<file path="config.mk">
export PLATFORM = sky130hd
export DESIGN_NAME = mdu_iter
export DESIGN_NICKNAME = d
export VERILOG_FILES = /design/src/rtl/mdu_iter.sv
export SDC_FILE = /design/constraint.sdc
export NUM_CORES = 2
export LEC_CHECK = 0
export CAP_MARGIN = 40
export CORE_MARGIN = 1
export CORE_UTILIZATION = 60
export CTS_CLUSTER_SIZE = 12
export DETAILED_ROUTE_END_ITERATION = 10
export DONT_BUFFER_PORTS = 1
export HOLD_SLACK_MARGIN = 0.06
export PLACE_DENSITY = 0.78
export SYNTH_ARGS = -nofsm -noshare
export SYNTH_HDL_FRONTEND = slang
export SYNTH_SLANG_ARGS = --single-unit
export TNS_END_PERCENT = 30
</file>
<file path="constraint.sdc">
create_clock -name Clk -period 26.4 [get_ports Clk]
set_input_delay 5.28 -clock Clk [delete_from_list [all_inputs] [get_ports Clk]]
set_output_delay 5.28 -clock Clk [all_outputs]
set_load 0.03 [all_outputs]
</file>
<file path="src/rtl/mdu_iter.sv">
// mdu_iter: iterative multiply/divide unit with accumulate ops, flush abort and done pulse.
module mdu_iter #(
  parameter int WIDTH      = 32,
  parameter int MUL_CYCLES = 5
) (
  input  logic             Clk,
  input  logic             Reset,
  input  logic             Start,
  input  logic [2:0]       MDUOp,
  input  logic             HIWrite,
  input  logic             LOWrite,
  input  logic             Flush,
  input  logic [WIDTH-1:0] A,
  input  logic [WIDTH-1:0] B,
  output logic             Busy,
  output logic             Done,
  output logic [WIDTH-1:0] HI,
  output logic [WIDTH-1:0] LO
);
  typedef enum logic [1:0] {IDLE, MUL, DIV, FIX} state_t;
  localparam int CW = $clog2(WIDTH + MUL_CYCLES + 1);
  state_t state, state_n;
  logic [CW-1:0] cnt;
  logic [2:0] op;
  logic [WIDTH-1:0] a, b, a_mag, b_mag, q_fix, r_fix;
  logic [WIDTH:0] rem, t, diff;
  logic [2*WIDTH-1:0] pa, pb, prod, acc_n;
  logic neg_q, neg_r, b_zero, sgn_in, is_div, start_ok, last, ge, done_n;
  assign sgn_in   = ~MDUOp[0];
  assign is_div   = MDUOp[2:1] == 2'b01;
  assign start_ok = state == IDLE && Start && !Flush;
  assign last     = cnt == '0;
  assign a_mag    = (sgn_in && A[WIDTH-1]) ? -A : A;
  assign b_mag    = (sgn_in && B[WIDTH-1]) ? -B : B;
  // Sign-extending both operands to 2*WIDTH makes one multiplier serve signed and unsigned ops.
  assign pa    = {{WIDTH{~op[0] & a[WIDTH-1]}}, a};
  assign pb    = {{WIDTH{~op[0] & b[WIDTH-1]}}, b};
  assign prod  = pa * pb;
  assign acc_n = op[2] ? (op[1] ? {HI, LO} - prod : {HI, LO} + prod) : prod;
  // Restoring step: a doubles as the dividend/quotient shift register.
  assign t     = {rem[WIDTH-1:0], a[WIDTH-1]};
  assign diff  = t - {1'b0, b};
  assign ge    = ~diff[WIDTH];
  assign q_fix = neg_q ? -a : a;
  assign r_fix = neg_r ? -rem[WIDTH-1:0] : rem[WIDTH-1:0];
  always_comb begin
    state_n = (state != IDLE && Flush) ? IDLE
            : state == IDLE ? (start_ok ? (is_div ? DIV : MUL) : IDLE)
            : state == MUL  ? (last ? IDLE : MUL)
            : state == DIV  ? (last ? FIX : DIV)
            : IDLE;
    done_n  = !Flush && ((state == MUL && last) || state == FIX);
  end
  always_ff @(posedge Clk) begin
    if (!Reset) begin
      state <= IDLE;
      cnt   <= '0;
      Busy  <= 1'b0;
      Done  <= 1'b0;
      HI    <= '0;
      LO    <= '0;
    end else begin
      state <= state_n;
      Busy  <= state_n != IDLE;
      Done  <= done_n;
      if (start_ok) begin
        op     <= MDUOp;
        a      <= is_div ? a_mag : A;
        b      <= is_div ? b_mag : B;
        rem    <= '0;
        cnt    <= is_div ? CW'(WIDTH - 1) : CW'(MUL_CYCLES - 1);
        neg_q  <= sgn_in && (A[WIDTH-1] ^ B[WIDTH-1]);
        neg_r  <= sgn_in && A[WIDTH-1];
        b_zero <= B == '0;
      end else if (state == IDLE && !Flush) begin
        if (HIWrite) HI <= A;
        if (LOWrite) LO <= A;
      end
      if (state == MUL || state == DIV) cnt <= cnt - 1'b1;
      if (state == DIV) begin
        rem <= ge ? diff : t;
        a   <= {a[WIDTH-2:0], ge};
      end
      if (!Flush && state == MUL && last) {HI, LO} <= acc_n;
      if (!Flush && state == FIX && !b_zero) begin
        HI <= r_fix;
        LO <= q_fix;
      end
    end
  end
endmodule

</file>
Word level (Yosys, flattened, before mapping)
Cells that the tools add are included.

operators by class
  add/sub/neg operators = 8
  multipliers = 1
  equality and inequality tests = 5
  multiplexer cells = 34
  bitwise gates (word level) = 6
  reductions and logical operators = 31

operators with widths
  cell                 count
  $mux 32              21
  $mux 64              2
  $neg 32->32          4
  $add 64x64->64       1
  $mul 33x33->64       1
  $sub 64x64->64       1
  $sub 33x32->33       1
  $logic_not 32->1     1
  $logic_and 1x1->1    13
  $mux 2               6
  $mux 6               2
  $reduce_bool 3->1    3
  $reduce_bool 2->1    4
  $logic_not 6->1      1
  $reduce_and 3->1     2
  $sub 6x1->6 const B  1
  $mux 5               1
  $eq 2x1->1 const B   2
  $eq 2x2->1 const B   2
  $reduce_and 2->1     2
  $ne 3x1->1 const B   1
  $not 1->1            3
  $and 1x1->1          2
  $logic_not 1->1      2
  4 further kinds      6

storage, ports and cells
  register bits = 176
  input bits = 73
  word-level logic and storage cells = 98

Logic depth before layout (Yosys ltp)
  depth in word-level cells = 8
  depth in mapped cells = 50

Least setup slack after synthesis
No wires, ideal clock.

  path kind = flip-flop to flip-flop
  start = reg a[31]
  end = reg HI[31]
  data arrival time = 11.076 ns
  required time = 26.271 ns
  path slack = 15.194 ns
  stages on the path, launching flop included = 44
  path buffers = 3
  clock period less this slack = 11.206 ns
  cells stage by stage = edfxtp_1 clkbuf_1 clkinv_1 nor2_1 clkbuf_1 nand2_1 inv_1 fa_1 fa_1 fa_1 inv_1 fa_1 inv_1 fa_1 fa_1 inv_1 fa_1 fa_1 [8 not listed] nor3_1 nor4_1 or2_2 or4b_1 or2_2 nor2_1 o21ai_0 xnor2_1 ha_1 and4_1 or4b_2 o21ai_0 a21oi_1 o31ai_1 xnor2_1 xnor2_1 nor4b_1 a211oi_1

on the way
  word-level cells in the longest chain between the ends = 7

RTL lines
  what                                                     RTL line  source
  start: declaration                                       25        logic [WIDTH-1:0] a, b, a_mag, b_mag, q_fix, r_fix;
  start signal: assignment                                 68        a <= is_div ? a_mag : A;
  start signal: assignment                                 82        a <= {a[WIDTH-2:0], ge};
  $and 1x1->1                                              36        assign pa = {{WIDTH{~op[0] & a[WIDTH-1]}}, a};
  $mul 33x33->64 (*)                                       38        assign prod = pa * pb;
  $add 64x64->64 / $sub 64x64->64 (equally long branches)  39        assign acc_n = op[2] ? (op[1] ? {HI, LO} - prod : {HI, LO} + prod) : prod;
  $mux 64                                                  39
  $mux 64 (*)                                              39
  $mux 32 (*)                                              84        if (!Flush && state == MUL && last) {HI, LO} <= acc_n;
  $mux 32 (*)                                              85        if (!Flush && state == FIX && !b_zero) begin
  end signal: assignment                                   84
  end signal: assignment                                   86        HI <= r_fix;
  end: declaration                                         17        output logic [WIDTH-1:0] HI,

Every way passes the cells marked *; elsewhere a longest branch is shown, timed or not.
A chain may end at the register's enable or synchronous reset.

Worst setup path after layout
Same ends and word-level chain as after synthesis.

==> summary.txt <==
Place
  • Pre-CTS WS: between 10 and 15 ns
  • Hpwl dp: 145 mm
  • Post-DP Area: approximately 0.057 mm²
  • GPL Wtd Cong: about 1
  • Port bufs: 0

Synth
  • Distinct cell type count after synthesis: between 80 and 90
  • Area fraction in compound gates after synthesis: 10.8%
  • Most numerous cell in the Yosys netlist: inv_1
  • Synth Register Bits: 176
  • Top cells by area, synth: fa_1 41%, inv_1 8.0%, ha_1 7.1%, nand2_1 6.2%, edfxtp_1 5.5%
  • Mapped Nets: 7,980
  • Sequential share of the synthesized area: under 10%
  • Simple-gate area share of the yosys netlist: around 17%
  • Mapped Area: about 0.056 mm²
  • Mapped Avg Cell Area: ~8.6 µm²
  • Post-synth EDFFs: a little over 100
  • Top cells by count, synth: 1,189 x inv_1, 1,127 x fa_1, 921 x nand2_1
  • Post-synth top area share: about two fifths
  • Synth Instances: between 6,000 and 7,000
  • Top FF cell, synth: edfxtp_1
  • Main combinational cell family by area after synthesis: adder cells
  • Adder-cell share of the synthesized area: between 40% and 50%
  • Async S/R FF share, synth: 0%
  • Cell taking the most area after synthesis: fa_1
  • Mux cell area share after synthesis: 1.09%
  • Yosys warnings: 0
  • Post-Synth XOR/XNOR Area: under 10%

Timing
  • Tmin final: approximately 14 ns
  • Final critical-path share of the clock period: a little over half
  • Unrepaired setup endpoints after global routing: no
  • Measured slew at the worst slew-check pin: just over 1 ns
  • Final Hold Vio Count: 0
  • Final setup viols: 0
  • Max Slew Vio Count: 0
  • Post-Route Skew: around 0.042 ns
  • Fin worst setup slack: 12.49 ns
  • Peak Freq: 71.9 MHz
  • Setup_tns: 0 ns
  • Slew headroom: between 30% and 40%

Cells and area
  • Layout cells sized above 1: roughly 3.1%
  • # fillers: 7,772
  • Final Util: a little over three fifths
  • Post-Layout Inst Area: approximately 0.057 mm²
  • Area growth syn-to-layout: 2.97%
  • Final nets: between 7,000 and 8,000

Detailed routing
  • Drt pass-1 iters: 8
  • Vias: around 46,000
  • Final antenna-violating net count: 0
  • Drt initial violations: around 4,800
  • Vias per cell: just over 6
  • WL final: around 180 mm
  • Post-route DRC: 0
  • Post-DR wirelength/cell: 24.2 µm

Worst setup path
  • Maximum fanout along the worst path: 24
  • Crit end category: register
  • Setup CP Type: register to register
  • Arrival time worst endpoint: between 10 and 15 ns
  • RR Startpoint: a[31]
  • FF-to-FF End: HI[31]
  • Reg2Reg Depth: 40
  • CP delay by family, top: adder cells
  • Startpoint types: register
  • Reg2reg setup slack: 12.49 ns
  • Worst Path Buf+Inv: 7
  • Critical Path RT: around 27 ns
  • Most frequent cell on the critical path: fa_1
  • Slowest library cell on the worst path: edfxtp_1
  • Worst path max stage delay: 0.90 ns

Run status
  • Status: finished clean

Global route
  • Vias in the first global route: a little under 50,000
  • Overflow after GRT: 0
  • Initial antenna violation count: 10
  • Largest net degree at the start of global routing: 78
  • Total GRT Usage: 40.1%
  • Global-route wire length before repair: approximately 280 mm

Die
  • Die Y: between 300 and 400 µm
  • Std cell rows: 111
  • Die X-Extent: around 300 µm
  • Core area: 0.0918 mm²
  • Number of top-level pins: between 100 and 150
  • Die ar.: about 0.094 mm²
  • Starting Density: about three fifths

Clock tree
  • Clk Latency, worst-skew pair: roughly 0.55 ns
  • Cts hold-fix bufs: 0
  • Worst-path clk slew: roughly 0.09 ns
  • Clock Tree Buf Depth: 2
  • CTS buffer count: 17
  • Clock sink count: ~180
  • Root Buffer: clkbuf_16
  • Setup bufs post-CTS: 0
  • H-tree depth: 4
  • Number of gates resized after cts: 0
  • TritonCTS clock tree: yes

Hold path
  • Hold path startpoint: cnt[3]
  • Hold/Removal Path Class: register to register
  • Hold depth: 2
  • WHS Endpoint: cnt[3]

Flow run
  • Maxcap violations: 0
==> sequential cells by signal, indices dropped and copies added, names as in the netlist <==
| register | count |
|---|---|
| HI | 32 |
| LO | 32 |
| a | 32 |
| b | 32 |
| rem | 32 |
| cnt | 6 |
| op | 3 |
| state | 2 |
| Busy | 1 |
| Done | 1 |
| b_zero | 1 |
| neg_q | 1 |
| neg_r | 1 |
==> metrics by stage <==
| stage | hold slack [ns] | instances |
|---|---|---|
| after floorplan | 0.464 | 6462 |
| after global placement | 0.481 | 7429 |
| final | 0.507 | 7479 |
| after detailed placement | 0.493 | 7444 |
| after global routing | 0.526 | 7476 |
| after CTS | 0.505 | 7476 |
==> cell usage in the layout (no fill, tap or decap), types with 30 or more instances in the layout <==
master,instances
nand3_1,50
o21a_1,30
a31oi_1,37
o31ai_1,35
o21ai_0,210
a21boi_0,33
buf_4,94
nor3_1,82
nand4_1,35
nor2_1,288
dfxtp_1,74
fa_1,1127
nand2b_1,35
a211oi_1,43
mux2i_1,57
nor2b_1,54
xnor2_1,207
ha_1,317
o211ai_1,46
and2_1,330
xor2_1,117
a21o_1,97
edfxtp_1,102
a21oi_1,247
inv_1,1189
nand2_1,921
==> worst reg2reg max path: cells and delay by family (launching register included) <==
| family | cells | cell delay [ns] |
|---|---|---|
| flops | 1 | 0.90 |
| simple gates | 9 | 3.07 |
| fa+ha+maj | 10 | 5.20 |
| xor+xnor | 4 | 0.98 |
| buf+inv | 7 | 1.46 |
| compound gates | 10 | 2.20 |
==> logic make-up after synthesis <==
group | after synthesis
buf+inv | 1556
compound gates | 932
fa+ha+maj | 1445
xor+xnor | 325
mux | 60
simple gates | 1968
flops | 176
==> routing by layer <==
layer	part of all wire (%)	track usage, %	routed length (µm)	vias to the layer above
met5	0.033	0	60	-
met4	6.7	22.9	12200	8
met3	12	10.7	20800	626
met2	45	62.4	81500	2634
met1	37	50.5	66300	23200
li1	-	-	-	19700
==> final cells by class <==
cell class              instances  area [µm²]  share of cell area (%)
clock inverters                14         184                   0.321
repair buffers                104         817                    1.42
diodes                          3        7.51                  0.0131
flip-flops and latches        176        4540                    7.93
clock buffers                  18         439                   0.766
well taps                    1243        1560                    2.71
inverters                    1191        4470                    7.80
multi-input cells            4730       45300                    79.0
==> worst max-delay path by stage <==
stage,startpoint,to,cells past startpoint
floorplan,a[31],HI[31],43
global placement,a[31],HI[31],41
detailed placement,a[31],HI[31],41
CTS,a[31],HI[31],41
global route,a[31],HI[31],40
finish,a[31],HI[31],40
Power is not shown: default switching activity piles up to over one toggle a cycle in this logic, so the estimate is an artifact.
